`config.mk`:
```
export PLATFORM = sky130hd
export DESIGN_NAME = wash_sequencer
export DESIGN_NICKNAME = d
export VERILOG_FILES = /design/src/rtl/wash_pkg.sv /design/src/rtl/wash_phase_counter.sv /design/src/rtl/wash_sequencer.sv
export SDC_FILE = /design/constraint.sdc
export NUM_CORES = 1
export LEC_CHECK = 0
export ABC_AREA = 1
export BUFFER_PORTS_ARGS = -buffer_cell sky130_fd_sc_hd__buf_4
export CORE_MARGIN = 5
export CORE_UTILIZATION = 50
export DETAILED_ROUTE_END_ITERATION = 8
export GPL_ROUTABILITY_DRIVEN = 0
export PLACE_DENSITY = 0.69
export SETUP_SLACK_MARGIN = 0.5
export SYNTH_ARGS = -nofsm -noshare
export SYNTH_HDL_FRONTEND = slang
export SYNTH_SLANG_ARGS = --single-unit
```
`constraint.sdc`:
```
create_clock -name clk -period 4.81 [get_ports clk]
set_input_delay 0.481 -clock clk [delete_from_list [all_inputs] [get_ports clk]]
set_output_delay 0.481 -clock clk [all_outputs]
set_load 0.05 [all_outputs]
```
`src/rtl/wash_pkg.sv`:
```
// Shared types, programme timing and display codes for the washing-machine sequencer.
package wash_pkg;

    localparam int unsigned DISP_W   = 6;
    localparam int unsigned WAT_FULL = 4;
    localparam int unsigned WASH_T   = 10;
    localparam int unsigned RINSE_T  = 6;
    localparam int unsigned SPIN_T   = 5;
    localparam int unsigned LAMP_T   = 2;
    localparam int unsigned LAMP_W   = $clog2(LAMP_T + 1);

    localparam int unsigned WASH_LEN  = 2 * WAT_FULL + WASH_T;
    localparam int unsigned RINSE_LEN = 2 * WAT_FULL + RINSE_T;
    localparam int unsigned SPIN_LEN  = SPIN_T;
    localparam int unsigned PROG_MAX  = WASH_LEN + RINSE_LEN + SPIN_LEN;
    localparam int unsigned DISP_MAX  = 54;

    localparam logic [DISP_W-1:0] DISP_BLANK = DISP_W'(55);
    localparam logic [DISP_W-1:0] DISP_LAMP  = DISP_W'(56);

    localparam logic [1:0] MOTOR_OFF     = 2'b00;
    localparam logic [1:0] MOTOR_AGITATE = 2'b01;
    localparam logic [1:0] MOTOR_SPIN    = 2'b10;

    typedef enum logic [2:0] {LAMP, IDLE, RUN, PAUSE, DONE} state_e;
    typedef enum logic [1:0] {WASH, RINSE, SPIN} phase_e;
    typedef enum logic [1:0] {STEP_FILL, STEP_AGITATE, STEP_DRAIN, STEP_SPIN} step_e;

    function automatic logic [DISP_W-1:0] phaseLen(phase_e ph);
        case (ph)
            WASH:    return DISP_W'(WASH_LEN);
            RINSE:   return DISP_W'(RINSE_LEN);
            default: return DISP_W'(SPIN_LEN);
        endcase
    endfunction

    function automatic logic [DISP_W-1:0] totalLen(logic [2:0] mode);
        return (mode[0] ? DISP_W'(WASH_LEN)  : DISP_W'(0))
             + (mode[1] ? DISP_W'(RINSE_LEN) : DISP_W'(0))
             + (mode[2] ? DISP_W'(SPIN_LEN)  : DISP_W'(0));
    endfunction

    function automatic phase_e firstPhase(logic [2:0] mode);
        if (mode[0])      return WASH;
        else if (mode[1]) return RINSE;
        else              return SPIN;
    endfunction

    // Sub-step is derived from the remaining count: fill at the top, drain at the bottom.
    function automatic step_e stepOf(phase_e ph, logic [DISP_W-1:0] cur);
        logic [DISP_W-1:0] len;
        step_e             st;
        len = phaseLen(ph);
        if (ph == SPIN)                           st = STEP_SPIN;
        else if (cur > len - DISP_W'(WAT_FULL))   st = STEP_FILL;
        else if (cur > DISP_W'(WAT_FULL))         st = STEP_AGITATE;
        else                                      st = STEP_DRAIN;
        return st;
    endfunction

endpackage

```
`src/rtl/wash_phase_counter.sv`:
```
// Loadable down counter for the current-phase remaining ticks; flags the final tick.
module wash_phase_counter #(
    parameter int unsigned     W       = 6,
    parameter logic [W-1:0]    RST_VAL = '0
) (
    input  logic         clk,
    input  logic         uRst_,
    input  logic         load,
    input  logic [W-1:0] loadVal,
    input  logic         en,
    output logic [W-1:0] count,
    output logic         isLast_c
);

    always_ff @(posedge clk or negedge uRst_) begin
        if (!uRst_)                  count <= RST_VAL;
        else if (load)               count <= loadVal;
        else if (en && count != '0)  count <= count - W'(1);
    end

    assign isLast_c = (count == W'(1));

endmodule

```
`src/rtl/wash_sequencer.sv`:
```
// Washing-machine programme controller: sequences WASH/RINSE/SPIN from 1 Hz ticks.
module wash_sequencer
    import wash_pkg::*;
(
    input  logic              clk,
    input  logic              uRst_,
    input  logic              uTick,
    input  logic              uStart,
    input  logic              uPause,
    input  logic [2:0]        uMode,
    output logic [DISP_W-1:0] yTot,
    output logic [DISP_W-1:0] yCur,
    output logic [DISP_W-1:0] yWat,
    output logic              yInlet,
    output logic              yDrain,
    output logic [1:0]        yMotor,
    output logic              yDone,
    output logic              yPaused
);

    if (PROG_MAX > DISP_MAX) begin : gCfgCheck
        $error("wash_sequencer: programme length exceeds display range");
    end

    state_e              state, nxtState;
    phase_e              phase, nxtPhase;
    logic [LAMP_W-1:0]   lampCnt, nxtLamp;
    logic [2:0]          modeLat, nxtMode;
    logic [DISP_W-1:0]   nxtTot, nxtWat, nxtCur, curLoadVal;
    logic                curLoad, curEn, curLast;
    logic [2:0]          laterMask;
    step_e               nxtStep;
    logic                nxtInlet, nxtDrain;
    logic [1:0]          nxtMotor;

    wash_phase_counter #(.W(DISP_W), .RST_VAL(DISP_LAMP)) uCurCnt (
        .clk      (clk),
        .uRst_    (uRst_),
        .load     (curLoad),
        .loadVal  (curLoadVal),
        .en       (curEn),
        .count    (yCur),
        .isLast_c (curLast)
    );

    always_ff @(posedge clk or negedge uRst_) begin
        if (!uRst_) begin
            state   <= LAMP;
            phase   <= WASH;
            lampCnt <= LAMP_W'(LAMP_T);
            modeLat <= '0;
            yTot    <= DISP_LAMP;
            yWat    <= DISP_LAMP;
            yInlet  <= 1'b0;
            yDrain  <= 1'b0;
            yMotor  <= MOTOR_OFF;
            yDone   <= 1'b0;
            yPaused <= 1'b0;
        end else begin
            state   <= nxtState;
            phase   <= nxtPhase;
            lampCnt <= nxtLamp;
            modeLat <= nxtMode;
            yTot    <= nxtTot;
            yWat    <= nxtWat;
            yInlet  <= nxtInlet;
            yDrain  <= nxtDrain;
            yMotor  <= nxtMotor;
            yDone   <= (nxtState == DONE);
            yPaused <= (nxtState == PAUSE);
        end
    end

    // Next-state and counter control; events not listed for a state are ignored.
    always_comb begin
        nxtState   = state;
        nxtPhase   = phase;
        nxtLamp    = lampCnt;
        nxtMode    = modeLat;
        nxtTot     = yTot;
        nxtWat     = yWat;
        curLoad    = 1'b0;
        curLoadVal = yCur;
        curEn      = 1'b0;
        laterMask  = '0;
        case (phase)
            WASH:    laterMask = modeLat & 3'b110;
            RINSE:   laterMask = modeLat & 3'b100;
            default: laterMask = '0;
        endcase

        case (state)
            LAMP: begin
                if (uTick) begin
                    if (lampCnt != '0) nxtLamp = lampCnt - LAMP_W'(1);
                    if (lampCnt <= LAMP_W'(1)) begin
                        nxtState   = IDLE;
                        nxtTot     = totalLen(uMode);
                        nxtWat     = DISP_BLANK;
                        curLoad    = 1'b1;
                        curLoadVal = DISP_BLANK;
                    end
                end
            end
            IDLE: begin
                nxtTot     = totalLen(uMode);
                nxtWat     = DISP_BLANK;
                curLoad    = 1'b1;
                curLoadVal = DISP_BLANK;
                if (uStart && uMode != 3'b000) begin
                    nxtState   = RUN;
                    nxtMode    = uMode;
                    nxtPhase   = firstPhase(uMode);
                    nxtWat     = '0;
                    curLoadVal = phaseLen(firstPhase(uMode));
                end
            end
            RUN: begin
                if (uPause) begin
                    nxtState = PAUSE;
                end else if (uTick) begin
                    if (yTot != '0) nxtTot = yTot - DISP_W'(1);
                    curEn = 1'b1;
                    case (stepOf(phase, yCur))
                        STEP_FILL:  nxtWat = yWat + DISP_W'(1);
                        STEP_DRAIN: if (yWat != '0) nxtWat = yWat - DISP_W'(1);
                        default:    nxtWat = yWat;
                    endcase
                    if (curLast) begin
                        curLoad = 1'b1;
                        if (laterMask[1]) begin
                            nxtPhase   = RINSE;
                            curLoadVal = phaseLen(RINSE);
                        end else if (laterMask[2]) begin
                            nxtPhase   = SPIN;
                            curLoadVal = phaseLen(SPIN);
                        end else begin
                            nxtState   = DONE;
                            nxtTot     = '0;
                            nxtWat     = '0;
                            curLoadVal = DISP_BLANK;
                        end
                    end
                end
            end
            PAUSE: begin
                if (uPause) nxtState = RUN;
            end
            DONE: begin
                if (uStart) begin
                    nxtState   = IDLE;
                    nxtTot     = totalLen(uMode);
                    nxtWat     = DISP_BLANK;
                    curLoad    = 1'b1;
                    curLoadVal = DISP_BLANK;
                end
            end
            default: nxtState = LAMP;
        endcase
    end

    // Actuators follow the counts they will be registered alongside.
    always_comb begin
        nxtInlet = 1'b0;
        nxtDrain = 1'b0;
        nxtMotor = MOTOR_OFF;
        if (curLoad)                     nxtCur = curLoadVal;
        else if (curEn && yCur != '0)    nxtCur = yCur - DISP_W'(1);
        else                             nxtCur = yCur;
        nxtStep = stepOf(nxtPhase, nxtCur);
        if (nxtState == RUN) begin
            case (nxtStep)
                STEP_FILL:    nxtInlet = 1'b1;
                STEP_AGITATE: nxtMotor = MOTOR_AGITATE;
                STEP_DRAIN:   nxtDrain = 1'b1;
                default: begin
                    nxtMotor = MOTOR_SPIN;
                    nxtDrain = 1'b1;
                end
            endcase
        end
    end

endmodule

```
==> metrics.cfg, run 1 <==
[clock_tree]
cts_setup_buffers = 0
clk_latency_ns = 0.29
cts_hold_buf = 0
clock_path_buffers = 2
root_buffer = clkbuf_8
clkTransAtPathRegs_ns = 0.07
cts_buffers = 5
cts_tree = done
cts.sinks = 33
ctsResizeCount = 0
cts_htree_levels = 2

[routing]
drt_iter0_drc = 186
wirelength_mm = 7.719
viasPerCell = 5.186
first_pass_iters = 5
ant_nets = 0
remaining_drc_errors = 0
wire_per_inst_um = 13.45
num_vias = 2977

[global_route]
grt_pass1_vias = 2903
met1_usage_pct = 29.80
grt_remaining_overflow = 0
grt_max_degree = 34
gr-usage-met3_pct = 3.502
grt_busiest_layer = met2
antenna_found_initial = 0
met2_usage_pct = 33.82
gr-usage-all-layers_pct = 21.48
grt_pass1_wl_mm = 13.39

[synthesis]
synth-edff-count = 0
synth_area_um2 = 3131
yosys_register_bits = 33
synth_warnings = 0
synth_cell_type_count = 43
synth_area_leaders = dfrtp_1, nand2_1, ha_1, inv_1, dfstp_2
ys.flop_type = dfrtp_1
seq_area_frac_synth_pct = 26.78
synthCells = 465
synth-async-reset-ratio_pct = 100.0
synth_top_cell_by_area = dfrtp_1
syn_area_per_cell_um2 = 6.732
yosys.area.top_type_share_pct = 18.39

[final_layout]
final_cells = 574
seqCellArea_um2 = 838.3
final_util_pct = 58.52
drive_above_1_share_pct = 16.63
area_growth_pct = 11.99
insertedDiodeCount = 0
multi_input_area_um2 = 1939
nNetsFinal = 533
nFillCells = 576

[worst_setup_path]
cp_data_required_time_ns = 5.00
start_kind = flop
end_kind = flop
arrival_ns = 3.03
criticalPathCategory = flop to flop
r2r_setup_slack_ns = 1.96
cp_max_fo = 11

[sta]
min_period_over_period_pct = 59.17
worst_pin_slew_ns = 0.8862
drv_slew = 0
finalHoldViolations = 0
setup_ws_ns = 1.964
setup_tns_ns = 0
finalSetupViolCount = 0
clock-skew-final_ns = 0.004321
post-route-min-period_ns = 2.846
rsz0062_at_grt = no
slew_headroom_pct = 40.70
max_freq_mhz = 351.3

[die]
die_h_um = 89.13
initial_utilization_pct = 52.26
die_x_um = 89.13
die-area_um2 = 7943
coreArea_um2 = 5991
rows = 28
io_pins = 32

[placement]
hpwl_mm = 5.895
io_buffers = 31
dpl.cell_count = 566
preCtsSetupSlack_ns = 1.827

[power_and_ir_drop]
ir_drop_v = 0.0003560
total_power_w = 0.002670
p_leak_nw = 1.886
powerDensity_nw_per_um2 = 761.6

[worst_hold_path]
hold_path.class = input port to asynchronous set/reset pin

[run]
cap_violations = 0

[run_status]
outcome = finished, final reports clean

-- cells by family after synthesis --
kind of cell / share of synthesized area (%)
xor gates and xnor gates: 3.637
and+or+nand+nor: 37.81
adders and majority gates: 11.03
AOI/OAI and AO/OA: 9.113
other: 0.1198
buffers and inverters: 11.51
DFF: 26.78
-- placed cells by master, fill, tap and decap left out, types with 2 or more instances in the layout --
cell      synthesis  layout
clkinv_2          1       2
inv_1            73      73
clkbuf_8          0       7
a22oi_1           3       3
o21ai_1           3       3
o211ai_1          2       2
nand2_1         119     119
o21bai_1          3       3
buf_4             1      31
nand4_1           9       9
nor3_2            2       2
nand3_1          39      39
o21ai_0          14      14
a21oi_1          19      19
nor2_1           49      49
dfrtp_1          23      23
nor2_4            6       6
conb_1            1       3
nand3b_1          5       5
inv_2             2       2
dfstp_2          10      10
ha_1             26      26
xor2_1           12      12
nor2_2            6       6
clkinv_1          2       2
nand2_2          10      10
nor3_1            4       4
-- per-layer routing --
metal / vias up / part of all wire (%) / wire length, um
li1: 1531 / - / -
met1: 1341 / 49 / 3748
met2: 87 / 45 / 3440
met3: 18 / 5.2 / 400
met4: 0 / 1.7 / 130
met5: - / 0 / 0
-- report_power, final --
| part | internal, W | leakage [nW] | switching (W) | total [W] |
|---|---|---|---|---|
| clock | 0.000129 | 0.0542 | 0.000109 | 0.000238 |
| combinational | 0.000596 | 1.45 | 0.00125 | 0.00184 |
| sequential | 0.000430 | 0.383 | 0.000161 | 0.000591 |
-- sequential cells by signal, summed over array words and instances (netlist names) --
| signal | flops |
|---|---|
| lampCnt | 2 |
| modeLat | 2 |
| phase | 2 |
| state | 3 |
| uCurCnt.count | 6 |
| yDone | 1 |
| yDrain | 1 |
| yInlet | 1 |
| yMotor | 2 |
| yPaused | 1 |
| yTot | 6 |
| yWat | 6 |
-- worst max-delay path, cell delays in order, from the launching register on --
cell and delay [ns]:
dfrtp_1 0.51, nor2_4 0.18, nand2_2 0.22, nor2_4 0.20, nand2_2 0.11, nand2_4 0.11
inv_4 0.06, nor2_2 0.09, nand2_1 0.07, nand2_1 0.10, inv_1 0.06, ha_1 0.29
a21oi_1 0.06, o21ai_0 0.15, nand2_1 0.06, nand2_1 0.05, o21ai_0 0.08, nand2_2 0.08
clkinv_1 0.08, nand3_1 0.09, nor2_1 0.05
-- cell type report --
class | count | share of cell area (%)
Clock buffer | 7 | 2.748
Timing Repair Buffer | 31 | 6.638
Sequential cell | 33 | 23.91
Clock inverter | 1 | 0.1428
Multi-Input combinational cell | 348 | 55.32
Tap cell | 75 | 2.677
Inverter | 79 | 8.565
-- path summary, 6_finish.rpt --
kind | cells past startpoint | start | to
hold reg to reg | 2 | lampCnt[1] | lampCnt[1]
hold / removal | 1 | uRst_ | lampCnt[0]
max in group asynchronous | 1 | uRst_ | uCurCnt.count[3]
setup / recovery | 20 | state[2] | yMotor[0]
setup reg to reg | 20 | state[2] | yMotor[0]
min in group clk | 2 | lampCnt[1] | lampCnt[1]
-- stage by stage --
step | area [um2] | hold WS, ns
2_1_floorplan | 3138 | 0.1854
5_1_grt | 3506 | 0.1650
4_1_cts | 3506 | 0.1493
3_5_place_dp | 3405 | 0.4640
3_3_place_gp | 3405 | 0.4638
6_report | 3506 | 0.1191
-- cells in the mapped netlist, drive strengths merged (5+ instances only) --
cell,instances
a21oi,20
buf,5
dfrtp,23
dfstp,10
ha,26
inv,76
nand2,130
nand3,40
nand3b,5
nand4,9
nor2,61
nor3,7
o21ai,18
xor2,12
No activity file was read; power rests on OpenSTA's default activity.
==> run 2, diff against run 1 <==
--- a/config.mk
+++ b/config.mk
@@ -5,13 +5,13 @@
 export SDC_FILE = /design/constraint.sdc
 export NUM_CORES = 1
 export LEC_CHECK = 0
-export ABC_AREA = 1
+export ABC_AREA = 0
 export BUFFER_PORTS_ARGS = -buffer_cell sky130_fd_sc_hd__buf_4
 export CORE_MARGIN = 5
 export CORE_UTILIZATION = 50
 export DETAILED_ROUTE_END_ITERATION = 8
 export GPL_ROUTABILITY_DRIVEN = 0
-export PLACE_DENSITY = 0.69
+export PLACE_DENSITY = 0.7
 export SETUP_SLACK_MARGIN = 0.5
 export SYNTH_ARGS = -nofsm -noshare
 export SYNTH_HDL_FRONTEND = slang
==> constraint.sdc (replaced) <==
create_clock -name clk -period 2.65 [get_ports clk]
set_input_delay 0.265 -clock clk [delete_from_list [all_inputs] [get_ports clk]]
set_output_delay 0.265 -clock clk [all_outputs]
set_load 0.05 [all_outputs]
==> metrics.cfg, run 2 <==
[sta]
drv_slew = 0  ; unchanged
min_period_over_period_pct = 122.1  ; was 59.17%
finalHoldViolations = 0  ; unchanged
worst_pin_slew_ns = 0.8123  ; was 0.8862 ns
setup_ws_ns = -0.5848  ; was 1.964 ns
rsz0062_at_grt = yes  ; was no
max_freq_mhz = 309.1  ; was 351.3 MHz
clock-skew-final_ns = 0.005632  ; was 0.004321 ns
setup_tns_ns = -1.402  ; was 0 ns
finalSetupViolCount = 3  ; was 0
slew_headroom_pct = 45.74  ; was 40.70%
post-route-min-period_ns = 3.235  ; was 2.846 ns

[final_layout]
top_regs = uCurCnt.count x6, yTot x6, yWat x6  ; unchanged
nNetsFinal = 460  ; was 533
final_util_pct = 74.07  ; was 58.52%
final_cells = 498  ; was 574
final_cell_mix = buf_4, nor2_1, ha_1  ; was nand2_1, inv_1, nor2_1
drive_above_1_share_pct = 41.31  ; was 16.63%
layout_commonest_cell = buf_4  ; was nand2_1
insertedDiodeCount = 0  ; unchanged
fin_area_um2 = 4054  ; was 3506 um2
nFillCells = 419  ; was 576
area_growth_pct = 44.90  ; was 11.99%

[global_route]
grt_pass1_wl_mm = 12.84  ; was 13.39 mm
antenna_found_initial = 0  ; unchanged
grt_remaining_overflow = 0  ; unchanged
grt_max_degree = 34  ; unchanged
gr-usage-all-layers_pct = 21.97  ; was 21.48%
grt_pass1_vias = 2746  ; was 2903

[run]
cap_violations = 0  ; unchanged

[clock_tree]
clk_latency_ns = 0.29  ; about the same
cts_htree_levels = 2  ; unchanged
cts.sinks = 33  ; unchanged
cts_tree = done  ; unchanged
clkTransAtPathRegs_ns = 0.07  ; about the same
cts_buffers = 5  ; unchanged
root_buffer = clkbuf_8  ; unchanged
clock_path_buffers = 2  ; unchanged

[synthesis]
yosys.area.top_type_share_pct = 20.57  ; was 18.39%
ys.flop_type = dfrtp_1  ; unchanged
synth_cell_type_count = 65  ; was 43
syn_area_per_cell_um2 = 8.853  ; was 6.732 um2
yosys_register_bits = 33  ; unchanged
synth-async-reset-ratio_pct = 100.0  ; unchanged
synth_area_um2 = 2798  ; was 3131 um2
synth_area_leaders = dfrtp_1, ha_1, dfstp_2, o21ai_0, a21oi_1  ; was dfrtp_1, nand2_1, ha_1, inv_1, dfstp_2
synth_warnings = 0  ; unchanged
synth_most_common_cell = ha_1  ; was nand2_1
synth-edff-count = 0  ; unchanged
synthCells = 316  ; was 465
synth_common_cells = ha_1, nor2_1, dfrtp_1  ; was nand2_1, inv_1, nor2_1
seq_area_frac_synth_pct = 29.96  ; was 26.78%
synth_top_cell_by_area = dfrtp_1  ; unchanged

[routing]
ant_nets = 0  ; unchanged
remaining_drc_errors = 0  ; unchanged
drt_iter0_drc = 148  ; was 186
viasPerCell = 5.639  ; was 5.186
wirelength_mm = 8.004  ; was 7.719 mm
num_vias = 2808  ; was 2977
wire_per_inst_um = 16.07  ; was 13.45 um
first_pass_iters = 4  ; was 5

[worst_setup_path]
r2r-end = yDrain  ; was yMotor[0]
r2r_setup_slack_ns = -0.58  ; was 1.96 ns
worstReg2RegStart = uCurCnt.count[0]  ; was state[2]
cp_max_fo = 3  ; was 11
setup.worst_path.start = uCurCnt.count[0]  ; was state[2]
end_kind = flop  ; unchanged
slowest_delay_ns = 0.41  ; was 0.51 ns
path_delay_family = compound AO/OA/AOI/OAI gates  ; was simple AND/OR/NAND/NOR gates
start_kind = flop  ; unchanged
crit_path_frequent_cell = o21ai_1  ; was nand2_1
r2r_cells = 14  ; was 20
cp_cell_sequence = inv_2 -> ha_4 -> or3b_4 -> o311a_4 -> mux2_2 -> a22oi_2 -> ha_1 -> nor2b_1 -> o21ai_1 -> nand2b_1 -> a211oi_2 -> o21ai_1 -> or3_1 -> a21oi_1  ; was nor2_4 -> nand2_2 -> nor2_4 -> nand2_2 -> nand2_4 -> inv_4 -> nor2_2 -> nand2_1 -> nand2_1 -> inv_1 -> ha_1 -> a21oi_1 -> o21ai_0 -> nand2_1 -> nand2_1 -> o21ai_0 -> nand2_2 -> clkinv_1 -> nand3_1 -> nor2_1
cp_data_required_time_ns = 2.86  ; was 5.00 ns
arrival_ns = 3.45  ; was 3.03 ns
criticalPathCategory = flop to flop  ; unchanged
crit_slowest_cell = dfrtp_2  ; was dfrtp_1
cp_num_buf_inv = 1  ; was 3

[die]
io_pins = 32  ; unchanged
die_x_um = 84.80  ; was 89.13 um
rows = 27  ; was 28
coreArea_um2 = 5473  ; was 5991 um2
initial_utilization_pct = 51.12  ; was 52.26%
die-area_um2 = 7191  ; was 7943 um2
die_h_um = 84.80  ; was 89.13 um

[worst_hold_path]
min_from = uStart
hold_path.class = input port to flop  ; was input port to asynchronous set/reset pin
min_to = state[2]
whs_path_depth = 3

[run_status]
failed_checks = setup timing
outcome = finished with violations  ; was finished, final reports clean

[power_and_ir_drop]
switchingPower_w = 0.002537  ; was 0.001515 W
total_power_w = 0.005164  ; was 0.002670 W
pwr-share-seq_pct = 20.2  ; was 22.1%
powerDensity_nw_per_um2 = 1274  ; was 761.6 nW/um2
swShare_pct = 49.12  ; was 56.75%
p_leak_nw = 1.833  ; was 1.886 nW
p_int_w = 0.002627  ; was 0.001155 W
p_comb_share_pct = 72.7  ; was 69.0%
ir_drop_v = 0.0008753  ; was 0.0003560 V
pwr-share-clk_pct = 7.2  ; was 8.9%

[placement]
io_buffers = 31  ; unchanged
dpl.cell_count = 479  ; was 566
hpwl_mm = 5.851  ; was 5.895 mm
placed_area_um2 = 3655  ; was 3405 um2

==> run 2: changes by cell type after synthesis, moves of 8 or more <==
cell / change
nand3_1: -25
nand2_1: -102
nand2b_1: +8
nor2_1: -25
nor2b_1: +10
inv_1: -51
nand2_2: -10
==> run 2: final cells by class <==
cell class	count	area (um2)	share of cell area [%]
flip-flops and latches	33	849.6	20.96
well taps	72	90.09	2.222
multi-input cells	249	2048	50.52
repair buffers	114	903.4	22.28
clock buffers	8	80.08	1.975
inverters	22	82.58	2.037
==> run 2: metrics by stage <==
step	setup slack, ns	hold WS (ns)
finish	-0.5848	0.3096
global route	-0.6991	0.3207
CTS	-0.5502	0.3036
detailed placement	-0.5373	0.2383
global placement	-0.4378	0.2338
floorplan	-0.6254	-0.03059
==> run 2: worst reg2reg max path, stage by stage (launching register included) <==
cell and delay [ns]:
dfrtp_2 0.41, inv_2 0.08, ha_4 0.13, or3b_4 0.38, o311a_4 0.32, mux2_2 0.28
a22oi_2 0.20, ha_1 0.28, nor2b_1 0.14, o21ai_1 0.11, nand2b_1 0.08, a211oi_2 0.18
o21ai_1 0.10, or3_1 0.32, a21oi_1 0.15
==> run 2: how the worst max path moves through the flow <==
| stage | end | slack, ns | cells after the start |
|---|---|---|---|
| CTS | yDrain | -0.55 | 14 |
| global placement | yDrain | -0.44 | 14 |
| global route | yDrain | -0.70 | 14 |
| floorplan | yDrain | -0.63 | 14 |
| detailed placement | yDrain | -0.54 | 14 |
| finish | yDrain | -0.58 | 14 |
==> run 2: cells by family after synthesis <==
family,Yosys count,synth area share [%]
simple gates,113,22.81
compound gates,88,22.05
buf+inv,36,6.574
flops,33,29.96
fa+ha+maj,27,12.34
xor+xnor,10,3.130
mux,8,2.996
other cells,1,0.1340
==> run 2: routing by layer <==
layer | part of all wire (%) | global-route usage, %
met5 | 0 | 0
met4 | 1.2 | 7.338
met3 | 4.3 | 3.435
met2 | 49 | 36.09
met1 | 45 | 29.45
==> run 2: what timing repair did <==
action	4_1_cts	5_1_grt
buffers inserted	4	6
hold buffers	1	0
endpoints found under the hold margin	23	0
pin swaps	3	12
setup endpoints to repair	16	19
resized for setup	13	35
==> run 2: power by group through the flow <==
stage | sequential (W) | clock [W] | combinational [W]
2_1_floorplan | 0.00154 | 0 | 0.00162
3_3_place_gp | 0.00102 | 0 | 0.00317
3_5_place_dp | 0.00102 | 0 | 0.00324
4_1_cts | 0.00102 | 0.000371 | 0.00341
5_1_grt | 0.00108 | 0.000397 | 0.00401
6_report | 0.00104 | 0.000370 | 0.00375
